**src/rtl/spi_master_multi.sv**
```systemverilog
// Parametrised SPI master: per-transfer CPOL/CPHA, multi-slave select,
// CHIP_RDYn wait with timeout, and held-SS burst transfers.
module spi_master_multi #(
  parameter int DATA_WIDTH  = 8,
  parameter int CLK_DIV     = 2,
  parameter int NUM_SS      = 2,
  parameter int SS_GUARD    = 2,
  parameter int RDY_TIMEOUT = 1024,
  localparam int SS_W       = (NUM_SS > 1) ? $clog2(NUM_SS) : 1
) (
  input  logic                  clk,
  input  logic                  rst,
  input  logic                  start,
  input  logic                  cpol,
  input  logic                  cpha,
  input  logic [SS_W-1:0]       ss_sel,
  input  logic                  hold_ss,
  input  logic [DATA_WIDTH-1:0] data_in,
  input  logic                  miso,
  output logic                  mosi,
  output logic                  sck,
  output logic [NUM_SS-1:0]     ss_n,
  output logic                  busy,
  output logic                  chip_rdy,
  output logic                  new_data,
  output logic [DATA_WIDTH-1:0] data_out,
  output logic                  err
);

  localparam int CNT_MAX = SS_GUARD + RDY_TIMEOUT + CLK_DIV;
  localparam int CW      = $clog2(CNT_MAX + 1);
  localparam int EW      = $clog2(2 * DATA_WIDTH);

  localparam logic [CW-1:0]   GUARD_LAST = CW'(SS_GUARD - 1);
  localparam logic [CW-1:0]   WAIT_LAST  = CW'(SS_GUARD - 1 + RDY_TIMEOUT);
  localparam logic [CW-1:0]   DIV_LAST   = CW'(CLK_DIV - 1);
  localparam logic [CW-1:0]   CNT_ONE    = CW'(1);
  localparam logic [CW-1:0]   CNT_ZERO   = CW'(0);
  localparam logic [EW-1:0]   EDGE_LAST  = EW'(2 * DATA_WIDTH - 1);
  localparam logic [EW-1:0]   EDGE_ONE   = EW'(1);
  localparam logic [EW-1:0]   EDGE_ZERO  = EW'(0);
  localparam logic [SS_W:0]   SEL_LIMIT  = (SS_W + 1)'(NUM_SS);
  localparam logic [NUM_SS-1:0] SS_NONE  = {NUM_SS{1'b1}};

  typedef enum logic [2:0] {
    S_IDLE    = 3'd0,
    S_RELEASE = 3'd1,
    S_SETUP   = 3'd2,
    S_SHIFT   = 3'd3,
    S_HOLD    = 3'd4,
    S_ABORT   = 3'd5
  } state_e;

  state_e                state_q, state_d;
  logic [CW-1:0]         cnt_q, cnt_d;
  logic [EW-1:0]         edge_q, edge_d;
  logic [DATA_WIDTH-1:0] tx_q, tx_d;
  logic [DATA_WIDTH-1:0] rx_q, rx_d;
  logic                  cpol_q, cpol_d;
  logic                  cpha_q, cpha_d;
  logic [SS_W-1:0]       sel_q, sel_d;
  logic                  hold_q, hold_d;
  logic                  held_q, held_d;
  logic                  mosi_q, mosi_d;
  logic                  sck_q, sck_d;
  logic [NUM_SS-1:0]     ss_n_q, ss_n_d;
  logic                  busy_q, busy_d;
  logic                  chip_rdy_q, chip_rdy_d;
  logic                  new_data_q, new_data_d;
  logic [DATA_WIDTH-1:0] data_out_q, data_out_d;
  logic                  err_q, err_d;
  logic                  sel_ok;

  function automatic logic [NUM_SS-1:0] sel_mask(input logic [SS_W-1:0] sel);
    sel_mask = NUM_SS'(1'b1) << sel;
  endfunction

  assign sel_ok = ({1'b0, ss_sel} < SEL_LIMIT);

  // Next-state, datapath and output computation.
  always_comb begin
    state_d    = state_q;
    cnt_d      = cnt_q;
    edge_d     = edge_q;
    tx_d       = tx_q;
    rx_d       = rx_q;
    cpol_d     = cpol_q;
    cpha_d     = cpha_q;
    sel_d      = sel_q;
    hold_d     = hold_q;
    held_d     = held_q;
    mosi_d     = mosi_q;
    sck_d      = sck_q;
    ss_n_d     = ss_n_q;
    busy_d     = busy_q;
    new_data_d = 1'b0;
    err_d      = 1'b0;
    data_out_d = data_out_q;
    chip_rdy_d = ~(&ss_n_q) & ~miso;

    case (state_q)
      S_IDLE: begin
        sck_d = cpol_q;
        if (start && sel_ok) begin
          cpol_d = cpol;
          cpha_d = cpha;
          sel_d  = ss_sel;
          hold_d = hold_ss;
          tx_d   = data_in;
          cnt_d  = CNT_ZERO;
          edge_d = EDGE_ZERO;
          sck_d  = cpol;
          busy_d = 1'b1;
          if (held_q && (ss_sel == sel_q)) begin
            state_d = S_SHIFT;
            if (!cpha) begin
              mosi_d = data_in[DATA_WIDTH-1];
              tx_d   = {data_in[DATA_WIDTH-2:0], 1'b0};
            end else begin
              mosi_d = 1'b0;
            end
          end else if (held_q) begin
            state_d = S_RELEASE;
            ss_n_d  = SS_NONE;
            held_d  = 1'b0;
          end else begin
            state_d = S_SETUP;
            ss_n_d  = ~sel_mask(ss_sel);
          end
        end else begin
          busy_d = 1'b0;
        end
      end

      S_RELEASE: begin
        state_d = S_SETUP;
        ss_n_d  = ~sel_mask(sel_q);
        cnt_d   = CNT_ZERO;
      end

      S_SETUP: begin
        // Ready is polled from the last guard cycle on; the wait window follows the guard.
        if (cnt_q >= GUARD_LAST) begin
          if ((RDY_TIMEOUT == 0) || !miso) begin
            state_d = S_SHIFT;
            cnt_d   = CNT_ZERO;
            edge_d  = EDGE_ZERO;
            if (!cpha_q) begin
              mosi_d = tx_q[DATA_WIDTH-1];
              tx_d   = {tx_q[DATA_WIDTH-2:0], 1'b0};
            end else begin
              mosi_d = 1'b0;
            end
          end else if (cnt_q == WAIT_LAST) begin
            state_d = S_ABORT;
            err_d   = 1'b1;
            busy_d  = 1'b0;
            ss_n_d  = SS_NONE;
            held_d  = 1'b0;
          end else begin
            cnt_d = cnt_q + CNT_ONE;
          end
        end else begin
          cnt_d = cnt_q + CNT_ONE;
        end
      end

      S_SHIFT: begin
        if (cnt_q == DIV_LAST) begin
          cnt_d  = CNT_ZERO;
          sck_d  = ~sck_q;
          edge_d = edge_q + EDGE_ONE;
          // Even edge count = leading edge; sample on leading when cpha=0, trailing when cpha=1.
          if (edge_q[0] == cpha_q) begin
            rx_d = {rx_q[DATA_WIDTH-2:0], miso};
          end else begin
            mosi_d = tx_q[DATA_WIDTH-1];
            tx_d   = {tx_q[DATA_WIDTH-2:0], 1'b0};
          end
          if (edge_q == EDGE_LAST) begin
            state_d = S_HOLD;
            sck_d   = cpol_q;
            mosi_d  = 1'b0;
          end else begin
            state_d = S_SHIFT;
          end
        end else begin
          cnt_d = cnt_q + CNT_ONE;
        end
      end

      S_HOLD: begin
        if (cnt_q == GUARD_LAST) begin
          state_d    = S_IDLE;
          cnt_d      = CNT_ZERO;
          data_out_d = rx_q;
          new_data_d = 1'b1;
          busy_d     = 1'b0;
          if (hold_q) begin
            held_d = 1'b1;
          end else begin
            held_d = 1'b0;
            ss_n_d = SS_NONE;
          end
        end else begin
          cnt_d = cnt_q + CNT_ONE;
        end
      end

      S_ABORT: begin
        state_d = S_IDLE;
      end

      default: begin
        state_d = S_IDLE;
        ss_n_d  = SS_NONE;
        busy_d  = 1'b0;
        held_d  = 1'b0;
      end
    endcase
  end

  // State and output registers with asynchronous reset.
  always_ff @(posedge clk or posedge rst) begin
    if (rst) begin
      state_q    <= S_IDLE;
      cnt_q      <= CNT_ZERO;
      edge_q     <= EDGE_ZERO;
      tx_q       <= {DATA_WIDTH{1'b0}};
      rx_q       <= {DATA_WIDTH{1'b0}};
      cpol_q     <= 1'b0;
      cpha_q     <= 1'b0;
      sel_q      <= {SS_W{1'b0}};
      hold_q     <= 1'b0;
      held_q     <= 1'b0;
      mosi_q     <= 1'b0;
      sck_q      <= 1'b0;
      ss_n_q     <= SS_NONE;
      busy_q     <= 1'b0;
      chip_rdy_q <= 1'b0;
      new_data_q <= 1'b0;
      data_out_q <= {DATA_WIDTH{1'b0}};
      err_q      <= 1'b0;
    end else begin
      state_q    <= state_d;
      cnt_q      <= cnt_d;
      edge_q     <= edge_d;
      tx_q       <= tx_d;
      rx_q       <= rx_d;
      cpol_q     <= cpol_d;
      cpha_q     <= cpha_d;
      sel_q      <= sel_d;
      hold_q     <= hold_d;
      held_q     <= held_d;
      mosi_q     <= mosi_d;
      sck_q      <= sck_d;
      ss_n_q     <= ss_n_d;
      busy_q     <= busy_d;
      chip_rdy_q <= chip_rdy_d;
      new_data_q <= new_data_d;
      data_out_q <= data_out_d;
      err_q      <= err_d;
    end
  end

  assign mosi     = mosi_q;
  assign sck      = sck_q;
  assign ss_n     = ss_n_q;
  assign busy     = busy_q;
  assign chip_rdy = chip_rdy_q;
  assign new_data = new_data_q;
  assign data_out = data_out_q;
  assign err      = err_q;

endmodule
```
**config.mk**
```make
export PLATFORM = sky130hd
export DESIGN_NAME = spi_master_multi
export DESIGN_NICKNAME = d
export VERILOG_FILES = /design/src/rtl/spi_master_multi.sv
export SDC_FILE = /design/constraint.sdc
export NUM_CORES = 1
export LEC_CHECK = 0
export ABC_AREA = 1
export BUFFER_PORTS_ARGS = -buffer_cell sky130_fd_sc_hd__buf_4
export CORE_UTILIZATION = 35
export DETAILED_ROUTE_END_ITERATION = 10
export PLACE_DENSITY_LB_ADDON = 0.15
export SYNTH_ARGS = -nofsm -noshare
export SYNTH_HDL_FRONTEND = slang
export SYNTH_SLANG_ARGS = --single-unit
```
**constraint.sdc**
```tcl
create_clock -name clk -period 4.52 [get_ports clk]
set_clock_uncertainty 0.2 [all_clocks]
set_input_delay 0.452 -clock clk [delete_from_list [all_inputs] [get_ports clk]]
set_output_delay 0.452 -clock clk [all_outputs]
set_load 0.02 [all_outputs]
```
==> summary.txt <==
Run status
  – Run status: finished, final reports clean

Critical path
  – R2R setup slack: 2.20 ns
  – Crit path max fanout: 11
  – CP cell instances: ha_1 > nand2_1 > nor2_2 > nand2_2 > nand2_2 > nand2_1 > nor2_2 > nand2_4 > nand2_1 > nand2_1
  – Crit-path most repeated cell: nand2_1
  – Largest stage delay on the critical path: 0.50 ns
  – Arr. time, crit path: 2.34 ns
  – CP max stage cell: dfrtp_1
  – CP delay by family, top: simple AND/OR/NAND/NOR gates
  – Req. time, crit path: 4.54 ns
  – CP Capture Type: register
  – WP buf/inv: 0
  – Crit Path Class: reg2reg
  – Startpoint type of the worst setup path: register

Synthesis
  – Netlist cell types: 32
  – Async S/R FF share, synth: 100%
  – Synth Flop Type: dfrtp_1
  – Post-synth net total: 486
  – Area leader, netlist: dfrtp_1
  – Synth warn: 0
  – Most area-consuming cells after synthesis: dfrtp_1 (40%), nand2_1 (21%), nand3_1 (5.5%), o21ai_0 (4.1%), inv_1 (4.0%)
  – Synth top area share: 40.3%
  – FF+latch count, synth: 55
  – Post-Syn Instances: 467
  – Cell with the most instances after synthesis: nand2_1
  – Post-synth EDFFs: 0
  – Post-Syn Area: 3290 um^2
  – Top post-synthesis cells by count: nand2_1 (186), dfrtp_1 (53), nand3_1 (36)
  – Syn Area/Cell: 7.05 um^2
  – Register area share after synthesis: 41.9%

Drt
  – Via count: 2,983
  – Drt initial violations: 128
  – Avg WL per Cell: 12.6 um
  – Antenna violation net count after detailed routing: 0
  – First-pass DRT Iterations: 4
  – Routed wire length: 7.66 mm
  – Drc violations: 0
  – Vias per cell: 4.90

Power and ir drop
  – Leakage: 1.92 nW
  – Worst ir drop on vdd: 0.262 mV
  – Flop pwr share: 33.1%
  – P_int: 1.16 mW
  – Comb power frac: 53.6%
  – PD cells: 616 nW/um^2
  – Final Power: 2.29 mW
  – Clock share of power: 13.3%
  – Net Sw Power: 1.13 mW
  – Switching share of total power: 49.2%

Clock network
  – Clock buffer count from CTS: 5
  – Reg clk slew, reported paths: 0.11 ns
  – Post-CTS Setup Inserts: 0
  – Num Clock Sinks: 55
  – CTS Hold Buffers Added: 0
  – CTS root buf: clkbuf_8
  – H-Tree Depth: 2
  – CTS tree: yes
  – Worst skew pair latency: 0.32 ns
  – Resize count post-CTS: 0
  – CTS max path bufs: 2

GRT
  – Pin count of the biggest net entering global routing: 56
  – Number of global-route vias before repair: 2,809
  – Grt ovf: 0
  – Global-route wire length before repair: 13.6 mm
  – GRT Total Usage: 17.2%
  – Antenna violations before repair: 0

Placed design
  – Buffers on Ports: 31
  – Placed insts: 601
  – Routability cong.: 0.933
  – DP Area: 3620 um^2
  – Post-place setup slack: 2.19 ns
  – Post-DP HPWL: 5.65 mm

Floorplanning
  – Vert. Die Dim: 99.0 um
  – Full die area: 9790 um^2
  – Core footprint: 9150 um^2
  – Chip width: 99.0 um
  – Boundary pin count: 32
  – Starting Density: 36.0%
  – # rows: 35

Layout
  – Multi-input logic area: 1700 um^2
  – Non-Filler Instances: 609
  – FF/Latch Area: 1380 um^2
  – Core Util, Final: 40.6%
  – Final Instance Area: 3720 um^2
  – Filler cells: 961
  – Number of diodes: 0
  – Nets: 516
  – Area Overhead vs Synth: 13.0%
  – Layout cells sized above 1: 15.1%

Worst hold path
  – Hold WC Path Type: in2async

Timing
  – Rel. slew slack: 53.2%
  – Fmax achieved: 431 MHz
  – Final hold vios: 0
  – Max Slew Vio Count: 0
  – Period minus WS final: 2.32 ns
  – Hold WS: 0.117 ns
  – RSZ-0062 raised after global routing: no
  – Tcrit/Tclk final: 51.4%
  – Worst Tran Pin Value: 0.702 ns
  – Setup slack after layout: 2.20 ns
  – Setup-failing EPs final: 0
  – Fin Setup TNS: 0 ns

Job
  – Max Cap Viol: 0
==> logic make-up after synthesis <==
logic type / count (synthesis) / share of synthesized area (%)
multiplexers: 1 / 0.342
AND/OR/NAND/NOR: 290 / 38.4
buffers and inverters: 53 / 6.50
flip-flops: 55 / 41.9
XOR/XNOR: 5 / 1.33
adder cells (fa/ha/maj): 3 / 1.14
AO/OA/AOI/OAI: 60 / 10.3
==> power by group through the flow <==
stage          sequential, mW  combinational [mW]  clock [mW]
6_report                0.758                1.23       0.304
5_1_grt                 0.782                1.42       0.334
4_1_cts                 0.759                1.24       0.313
3_5_place_dp            0.768                1.24           0
3_3_place_gp            0.766                1.23           0
2_1_floorplan           0.811               0.880           0
==> path summary, 6_finish.rpt <==
check	start	endpoint	cells after the start
max	cnt_q[0]$_DFFE_PP0P_	tx_q[4]$_DFFE_PP0P_	10
min	rst	data_out[6]$_DFFE_PP0P_	3
max in group asynchronous	rst	cnt_q[0]$_DFFE_PP0P_	3
max reg2reg	cnt_q[0]$_DFFE_PP0P_	tx_q[4]$_DFFE_PP0P_	10
min reg2reg	ss_n[0]$_DFFE_PP1P_	ss_n[0]$_DFFE_PP1P_	2
min in group clk	hold_ss	hold_q$_DFFE_PP0P_	2
==> final cells by class <==
type                       count  area share (%)
sequential                    55            37.1
clock inverter                 3           0.740
timing repair buffer          32            6.46
inverter                      44            4.44
clock buffer                   5            1.85
tap                          111            3.74
multi-input combinational    359            45.7
==> worst register-to-register path, stage by stage (launching register included) <==
cell and delay, ns:
dfrtp_1 0.50, ha_1 0.20, nand2_1 0.06, nor2_2 0.19, nand2_2 0.18, nand2_2 0.13, nand2_1 0.07, nor2_2 0.39
nand2_4 0.16, nand2_1 0.09, nand2_1 0.05
==> state kept, by name (all words and copies together), names as in the netlist, 2 cells and up <==
name / cells
edge_q: 4
ss_n: 2
data_out: 8
cnt_q: 11
rx_q: 8
state_q: 3
tx_q: 8
==> cells in the final DEF, fill, tap and decap left out, types with 4 or more instances in the layout <==
master,instances
nand2_4,4
nand4_1,9
o21a_1,7
dfrtp_1,53
nor2_2,4
o21ai_0,27
o21ai_1,11
nand3_1,36
clkbuf_8,5
buf_4,32
inv_1,34
inv_2,10
nor2_1,35
nand2_1,186
nand3b_1,4
a21oi_1,8
==> metal layers <==
layer  GRT usage, %  vias up  part of all wire (%)
li1               -     1553                     -
met1           24.4     1372                    51
met2           27.3       48                    45
met3           2.48       10                   2.8
met4           4.82        0                   1.4
met5              0        -                     0
Note: power is estimated with default switching activity, not from simulation.
